[src/rtl/ifetch_queue_if.sv]
// Instruction-fetch bus bundle: memory read port, branch redirect and the
// decode-side valid/ready handshake. master = fetch queue, slave = environment.
interface ifetch_queue_if #(
    parameter int ADDR_W = 11,
    parameter int DATA_W = 32
);
    logic              read_mem_ir;
    logic [ADDR_W-1:0] mem_radrs_ir;
    logic [DATA_W-1:0] instruction_fetch;
    logic              branch_valid;
    logic [ADDR_W-1:0] branch_address;
    logic [DATA_W-1:0] instr_out;
    logic [ADDR_W-1:0] instr_pc;
    logic              instr_valid;
    logic              instr_ready;

    modport master (
        output read_mem_ir, mem_radrs_ir, instr_out, instr_pc, instr_valid,
        input  instruction_fetch, branch_valid, branch_address, instr_ready
    );

    modport slave (
        input  read_mem_ir, mem_radrs_ir, instr_out, instr_pc, instr_valid,
        output instruction_fetch, branch_valid, branch_address, instr_ready
    );
endinterface

[src/rtl/ifetch_queue.sv]
// Instruction-fetch front end: owns the fetch PC, issues reads to a
// fixed-latency instruction memory, tracks reads in flight and buffers the
// returned words in a prefetch FIFO feeding decode. A branch redirect kills
// everything fetched on the wrong path.
// Optional macro IFETCH_PERF_EN adds saturating perf_fetched/perf_flushed counters.
module ifetch_queue #(
    parameter int ADDR_W  = 11,
    parameter int DATA_W  = 32,
    parameter int DEPTH   = 4,
    parameter int MEM_LAT = 1
) (
    input  logic clk,
    input  logic resetn,
    ifetch_queue_if.master bus
`ifdef IFETCH_PERF_EN
    ,
    output logic [31:0] perf_fetched,
    output logic [15:0] perf_flushed
`endif
);
    localparam int PTR_W = $clog2(DEPTH);
    localparam int CNT_W = PTR_W + 1;
    localparam int SUM_W = $clog2(DEPTH + MEM_LAT + 2) + 1;

    typedef enum logic [1:0] {BOOT, RUN, REDIRECT} state_t;

    state_t            state, state_nxt;
    logic              issue;
    logic [ADDR_W-1:0] pc;

    logic [DATA_W-1:0] fifo_data [DEPTH];
    logic [ADDR_W-1:0] fifo_pc   [DEPTH];
    logic [PTR_W-1:0]  wr_ptr, rd_ptr;
    logic [CNT_W-1:0]  count;

    // In-flight tracker: busy holds the credit, live says the word is wanted.
    logic [MEM_LAT-1:0] tk_busy, tk_live;
    logic [ADDR_W-1:0]  tk_pc [MEM_LAT];

    logic [SUM_W-1:0] occupancy;
    logic             tail_busy, tail_live, push, pop;

    assign tail_busy = tk_busy[MEM_LAT-1];
    assign tail_live = tk_live[MEM_LAT-1];
    assign push      = tail_busy && tail_live && !bus.branch_valid;
    assign pop       = (count != '0) && bus.instr_ready && !bus.branch_valid;

    assign bus.instr_valid = (count != '0);
    assign bus.instr_out   = bus.instr_valid ? fifo_data[rd_ptr] : '0;
    assign bus.instr_pc    = bus.instr_valid ? fifo_pc[rd_ptr]   : '0;

    // Credits in use: buffered words plus every read still owed by the memory.
    always_comb begin
        occupancy = SUM_W'(count) + SUM_W'(bus.read_mem_ir);
        for (int unsigned i = 0; i < MEM_LAT; i++) begin
            occupancy = occupancy + SUM_W'(tk_busy[i]);
        end
    end

    // FSM state register.
    always_ff @(posedge clk or negedge resetn) begin
        if (!resetn) state <= BOOT;
        else         state <= state_nxt;
    end

    // FSM next state and read-issue decision; a redirect overrides everything.
    always_comb begin
        state_nxt = state;
        issue     = 1'b0;
        if (bus.branch_valid) begin
            state_nxt = REDIRECT;
        end else begin
            case (state)
                BOOT:     state_nxt = RUN;
                REDIRECT: state_nxt = RUN;
                RUN: begin
                    state_nxt = RUN;
                    issue     = (occupancy < SUM_W'(DEPTH));
                end
                default:  state_nxt = BOOT;
            endcase
        end
    end

    // Fetch PC, registered read port, tracker shift and FIFO bookkeeping.
    always_ff @(posedge clk or negedge resetn) begin
        if (!resetn) begin
            pc               <= '0;
            bus.read_mem_ir  <= 1'b0;
            bus.mem_radrs_ir <= '0;
            tk_busy          <= '0;
            tk_live          <= '0;
            for (int unsigned i = 0; i < MEM_LAT; i++) tk_pc[i] <= '0;
            wr_ptr           <= '0;
            rd_ptr           <= '0;
            count            <= '0;
        end else begin
            bus.read_mem_ir <= issue;
            if (issue) bus.mem_radrs_ir <= pc;

            if (bus.branch_valid) pc <= bus.branch_address;
            else if (issue)       pc <= pc + ADDR_W'(1);

            tk_busy[0] <= bus.read_mem_ir;
            tk_live[0] <= bus.read_mem_ir && !bus.branch_valid;
            tk_pc[0]   <= bus.mem_radrs_ir;
            for (int unsigned i = 1; i < MEM_LAT; i++) begin
                tk_busy[i] <= tk_busy[i-1];
                tk_live[i] <= tk_live[i-1] && !bus.branch_valid;
                tk_pc[i]   <= tk_pc[i-1];
            end

            if (bus.branch_valid) begin
                wr_ptr <= '0;
                rd_ptr <= '0;
                count  <= '0;
            end else begin
                if (push) wr_ptr <= wr_ptr + PTR_W'(1);
                if (pop)  rd_ptr <= rd_ptr + PTR_W'(1);
                if (push && !pop)      count <= count + CNT_W'(1);
                else if (!push && pop) count <= count - CNT_W'(1);
            end
        end
    end

    // FIFO storage; contents are only observed while count is non-zero.
    always_ff @(posedge clk) begin
        if (push) begin
            fifo_data[wr_ptr] <= bus.instruction_fetch;
            fifo_pc[wr_ptr]   <= tk_pc[MEM_LAT-1];
        end
    end

`ifdef IFETCH_PERF_EN
    logic [16:0] flush_inc, flush_sum;

    // Words lost this edge: a retiring killed read, plus the FIFO on redirect.
    always_comb begin
        flush_inc = '0;
        if (tail_busy && (!tail_live || bus.branch_valid)) flush_inc = 17'd1;
        if (bus.branch_valid) flush_inc = flush_inc + 17'(count);
        flush_sum = {1'b0, perf_flushed} + flush_inc;
    end

    // Saturating performance counters.
    always_ff @(posedge clk or negedge resetn) begin
        if (!resetn) begin
            perf_fetched <= '0;
            perf_flushed <= '0;
        end else begin
            if (push && (perf_fetched != '1)) perf_fetched <= perf_fetched + 32'd1;
            perf_flushed <= flush_sum[16] ? '1 : flush_sum[15:0];
        end
    end
`endif
endmodule

[src/flat_wrapper.sv]
// flat-port wrapper written by rule: the top's interface ports become plain ports
module ifetch_queue_flat 
#(
    parameter int ADDR_W  = 11,
    parameter int DATA_W  = 32,
    parameter int DEPTH   = 4,
    parameter int MEM_LAT = 1
)
  (clk, resetn, bus_read_mem_ir, bus_mem_radrs_ir, bus_instr_out, bus_instr_pc, bus_instr_valid, bus_instruction_fetch, bus_branch_valid, bus_branch_address, bus_instr_ready);
  ifetch_queue_if #(.ADDR_W(ADDR_W), .DATA_W(DATA_W)) bus_i ();
  input  logic clk;
  input  logic resetn;
  output wire logic [$bits(bus_i.read_mem_ir)-1:0] bus_read_mem_ir;
  output wire logic [$bits(bus_i.mem_radrs_ir)-1:0] bus_mem_radrs_ir;
  output wire logic [$bits(bus_i.instr_out)-1:0] bus_instr_out;
  output wire logic [$bits(bus_i.instr_pc)-1:0] bus_instr_pc;
  output wire logic [$bits(bus_i.instr_valid)-1:0] bus_instr_valid;
  input wire logic [$bits(bus_i.instruction_fetch)-1:0] bus_instruction_fetch;
  input wire logic [$bits(bus_i.branch_valid)-1:0] bus_branch_valid;
  input wire logic [$bits(bus_i.branch_address)-1:0] bus_branch_address;
  input wire logic [$bits(bus_i.instr_ready)-1:0] bus_instr_ready;
  assign bus_read_mem_ir = bus_i.read_mem_ir;
  assign bus_mem_radrs_ir = bus_i.mem_radrs_ir;
  assign bus_instr_out = bus_i.instr_out;
  assign bus_instr_pc = bus_i.instr_pc;
  assign bus_instr_valid = bus_i.instr_valid;
  assign bus_i.instruction_fetch = bus_instruction_fetch;
  assign bus_i.branch_valid = bus_branch_valid;
  assign bus_i.branch_address = bus_branch_address;
  assign bus_i.instr_ready = bus_instr_ready;
  ifetch_queue #(.ADDR_W(ADDR_W), .DATA_W(DATA_W), .DEPTH(DEPTH), .MEM_LAT(MEM_LAT)) u_core (.clk(clk), .resetn(resetn), .bus(bus_i));
endmodule
[config.mk]
export PLATFORM = sky130hd
export DESIGN_NAME = ifetch_queue_flat
export DESIGN_NICKNAME = d
export VERILOG_FILES = /design/src/rtl/ifetch_queue_if.sv /design/src/rtl/ifetch_queue.sv /design/src/flat_wrapper.sv
export SDC_FILE = /design/constraint.sdc
export NUM_CORES = 1
export LEC_CHECK = 0
export ABC_AREA = 1
export CAP_MARGIN = 30
export CORE_ASPECT_RATIO = 1.2
export CORE_MARGIN = 1
export CORE_UTILIZATION = 50
export CTS_CLUSTER_DIAMETER = 50
export DETAILED_ROUTE_END_ITERATION = 7
export PLACE_DENSITY = 0.73
export SYNTH_ARGS = -nofsm -noshare
export SYNTH_HDL_FRONTEND = slang
export SYNTH_SLANG_ARGS = --single-unit
[constraint.sdc]
create_clock -name clk -period 6.67 [get_ports clk]
set_input_delay 1.334 -clock clk [delete_from_list [all_inputs] [get_ports clk]]
set_output_delay 1.334 -clock clk [all_outputs]
set_load 0.1 [all_outputs]
==> results.toml <==
[outcome]
status = "finished, final reports clean"

[detailed_routing]
routed_via_density = 5.31
via_count = 5666
drtIter0Drc = 478
first_pass_iters = 5
drt-wirelength-per-cell_um = 16.8
final_antenna_net_count = 0
drc = 0
totalWireLength_mm = 17.9

[timing]
slew_viol_final = 0
rsz0062_at_grt = "no"
fmax_mhz = 206
setup_viol = 0
period_share = 0.726
layout_min_cycle_time_ns = 4.84
slew_headroom = 0.323
skew_ns = 0.00670
worst-slew-pin-transition_ns = 1.01
setup_tns_ns = 0
hold_viol = 0

[clock_network]
cts_resized = 0
cts_tree = "yes"
htreeDepth = 1
cts.sinks = 217
clk_latency_ns = 0.49
hold_buffers = 0
cts_setup_buffers = 0
root_buffer = "clkbuf_16"
clock_path_buffers = 3
clk_pin_slew_ns = 0.06
numCtsBuffers = 22

[global_routing]
overflow = 0
grt_use_total = 0.202
grt_pass1_vias = 5531
antenna_found_initial = 0
grt_max_degree = 88
grt_pass1_wl_mm = 28.1

[place]
numPortBuffers = 102
place_congestion = 0.834
dp_hpwl_mm = 10.7

[yosys]
seq_area_frac_synth = 0.721
synth_top_area_cell = "edfxtp_1"
synth_area_leaders = "edfxtp_1 (59%), dfrtp_1 (13%), nor2_1 (8.0%)"
synth_nets = 793
post-synth-top-area-fraction = 0.592
synthCells = 739
synth.avg_cell_area_um2 = 11.8
yosysUniqueCellTypes = 30
ys_seq_elements = 217
synth_warnings = 0
syn_area_um2 = 8720

[setup_path]
critPathLaunchType = "register"
cp.required_ns = 5.34
criticalPathCategory = "register to output port"
worst-path-buf-inv = 3
path_cells = "inv_2 > buf_4 > o21ai_0 > a21oi_1 > clkdlybuf4s50_1"
r2r-end = "u_core.fifo_data[2][2]"
cp.arrival_ns = 3.51
path_max_fanout = 45
cp_slowest_cell = "clkdlybuf4s50_1"
cp_top_family = "buffers and inverters"
r2r_cells = 5
reg2reg_slack_ns = 4.21
cpPeakStageDelay_ns = 1.20
crit_path_end_kind = "output port"
r2r-start = "u_core.tail_busy"

[floorplanning]
die_h_um = 147
die-area_um2 = 18000
start_util = 0.514
rows = 52
core_um2 = 17000
die_w_um = 123
boundaryPins = 103

[finish]
layout.nets = 890
final_cell_mix = "nor2_1 (183), edfxtp_1 (172), clkdlybuf4s50_1 (101), o21ai_0 (91), nand2_1 (70)"
insertedDiodeCount = 0
layout-drive-gt1-share = 0.0670
syn2layout_area_growth_pct = 21.7
final_common_cell = "nor2_1"

[hold_path]
min_path_type = "register to register"
min_to = "u_core.tk_pc[6]"
hold_path_depth = 0
min_from = "u_core.bus.mem_radrs_ir[6]"

[run]
drv_cap = 0
-- cell families (layout without fill, tap and decap cells) --
kind of cell,after synthesis,count (layout),synth area share
flops,217,217,0.721
xor+xnor,4,4,0.00402
mux,1,1,0.00115
fa+ha+maj,7,7,0.0109
buf+inv,69,181,0.0371
compound gates,148,148,0.0856
simple gates,293,293,0.140
-- cell type report --
type | instances | area (µm²)
flip-flops and latches | 217 | 6290
inverters | 32 | 120
fillers | 1256 | 6360
multi-input cells | 453 | 2140
repair buffers | 110 | 1090
clock buffers | 30 | 602
well taps | 216 | 270
clock inverters | 9 | 108
-- worst reg2reg max path, cell delays in order, from the launching register on --
cell and delay, ns:
dfrtp_1 0.35, nand2_1 0.11, nor2_1 0.28, inv_1 0.25, nor2_4 0.78, buf_4 0.38
-- state kept, by name, summed over array words and instances (netlist names), 2 cells and up --
register	flops
u_core.bus.mem_radrs_ir	11
u_core.count	3
u_core.fifo_data	128
u_core.fifo_pc	44
u_core.pc	11
u_core.rd_ptr	2
u_core.state	2
u_core.tk_pc	11
u_core.wr_ptr	2
-- Yosys cell counts --
library cell  number
nor2_1           187
edfxtp_1         172
o21ai_0           91
nand2_1           70
a21oi_1           49
dfrtp_1           45
inv_1             27
nand3_1           22
clkbuf_1          15
buf_2             11
buf_4              6
ha_1               6
o21ai_1            6
inv_2              4
nand4_1            4
nand3b_1           3
xor2_1             3
buf_6              2
clkbuf_2           2
nand2_4            2
nand3_2            2
nor2_8             2
a21oi_2            1
buf_8              1
clkinv_1           1
fa_1               1
mux2i_1            1
nand3_4            1
o21a_1             1
xnor2_1            1
-- per-layer routing --
metal  part of all wire  vias up  GRT usage
li1                   -     2739          -
met1               0.42     2718      0.265
met2               0.51      186      0.351
met3              0.064       23     0.0326
met4              0.011        0     0.0463
met5                  0        -          0
-- through the flow --
stage               hold WS [ns]  utilization  instance area, µm²  setup slack, ns  instances
floorplan                  0.455            -                8720             2.75        739
global placement           0.392        0.583                9890             2.27       1027
detailed placement         0.404        0.584                9910             2.17       1028
CTS                        0.418        0.625               10600             1.80       1067
global route               0.428        0.625               10600             1.69       1067
finish                     0.413        0.625               10600             1.83       1067
-- worst max-delay path by stage --
stage | startpoint | end | slack (ns) | cells after the start
6_report | u_core.rd_ptr[0] | bus_instr_pc[3] | 1.83 | 5
5_1_grt | u_core.rd_ptr[0] | bus_instr_pc[3] | 1.69 | 5
4_1_cts | u_core.rd_ptr[0] | bus_instr_out[27] | 1.80 | 5
3_5_place_dp | bus_branch_valid | u_core.fifo_data[2][9] | 2.17 | 5
3_3_place_gp | bus_branch_valid | u_core.fifo_pc[2][9] | 2.27 | 5
2_1_floorplan | bus_branch_valid | u_core.fifo_data[0][0] | 2.75 | 3
Power is left out: the tool's default activity adds up to more than one toggle a clock period on the data nets, which glitch-free logic cannot reach.
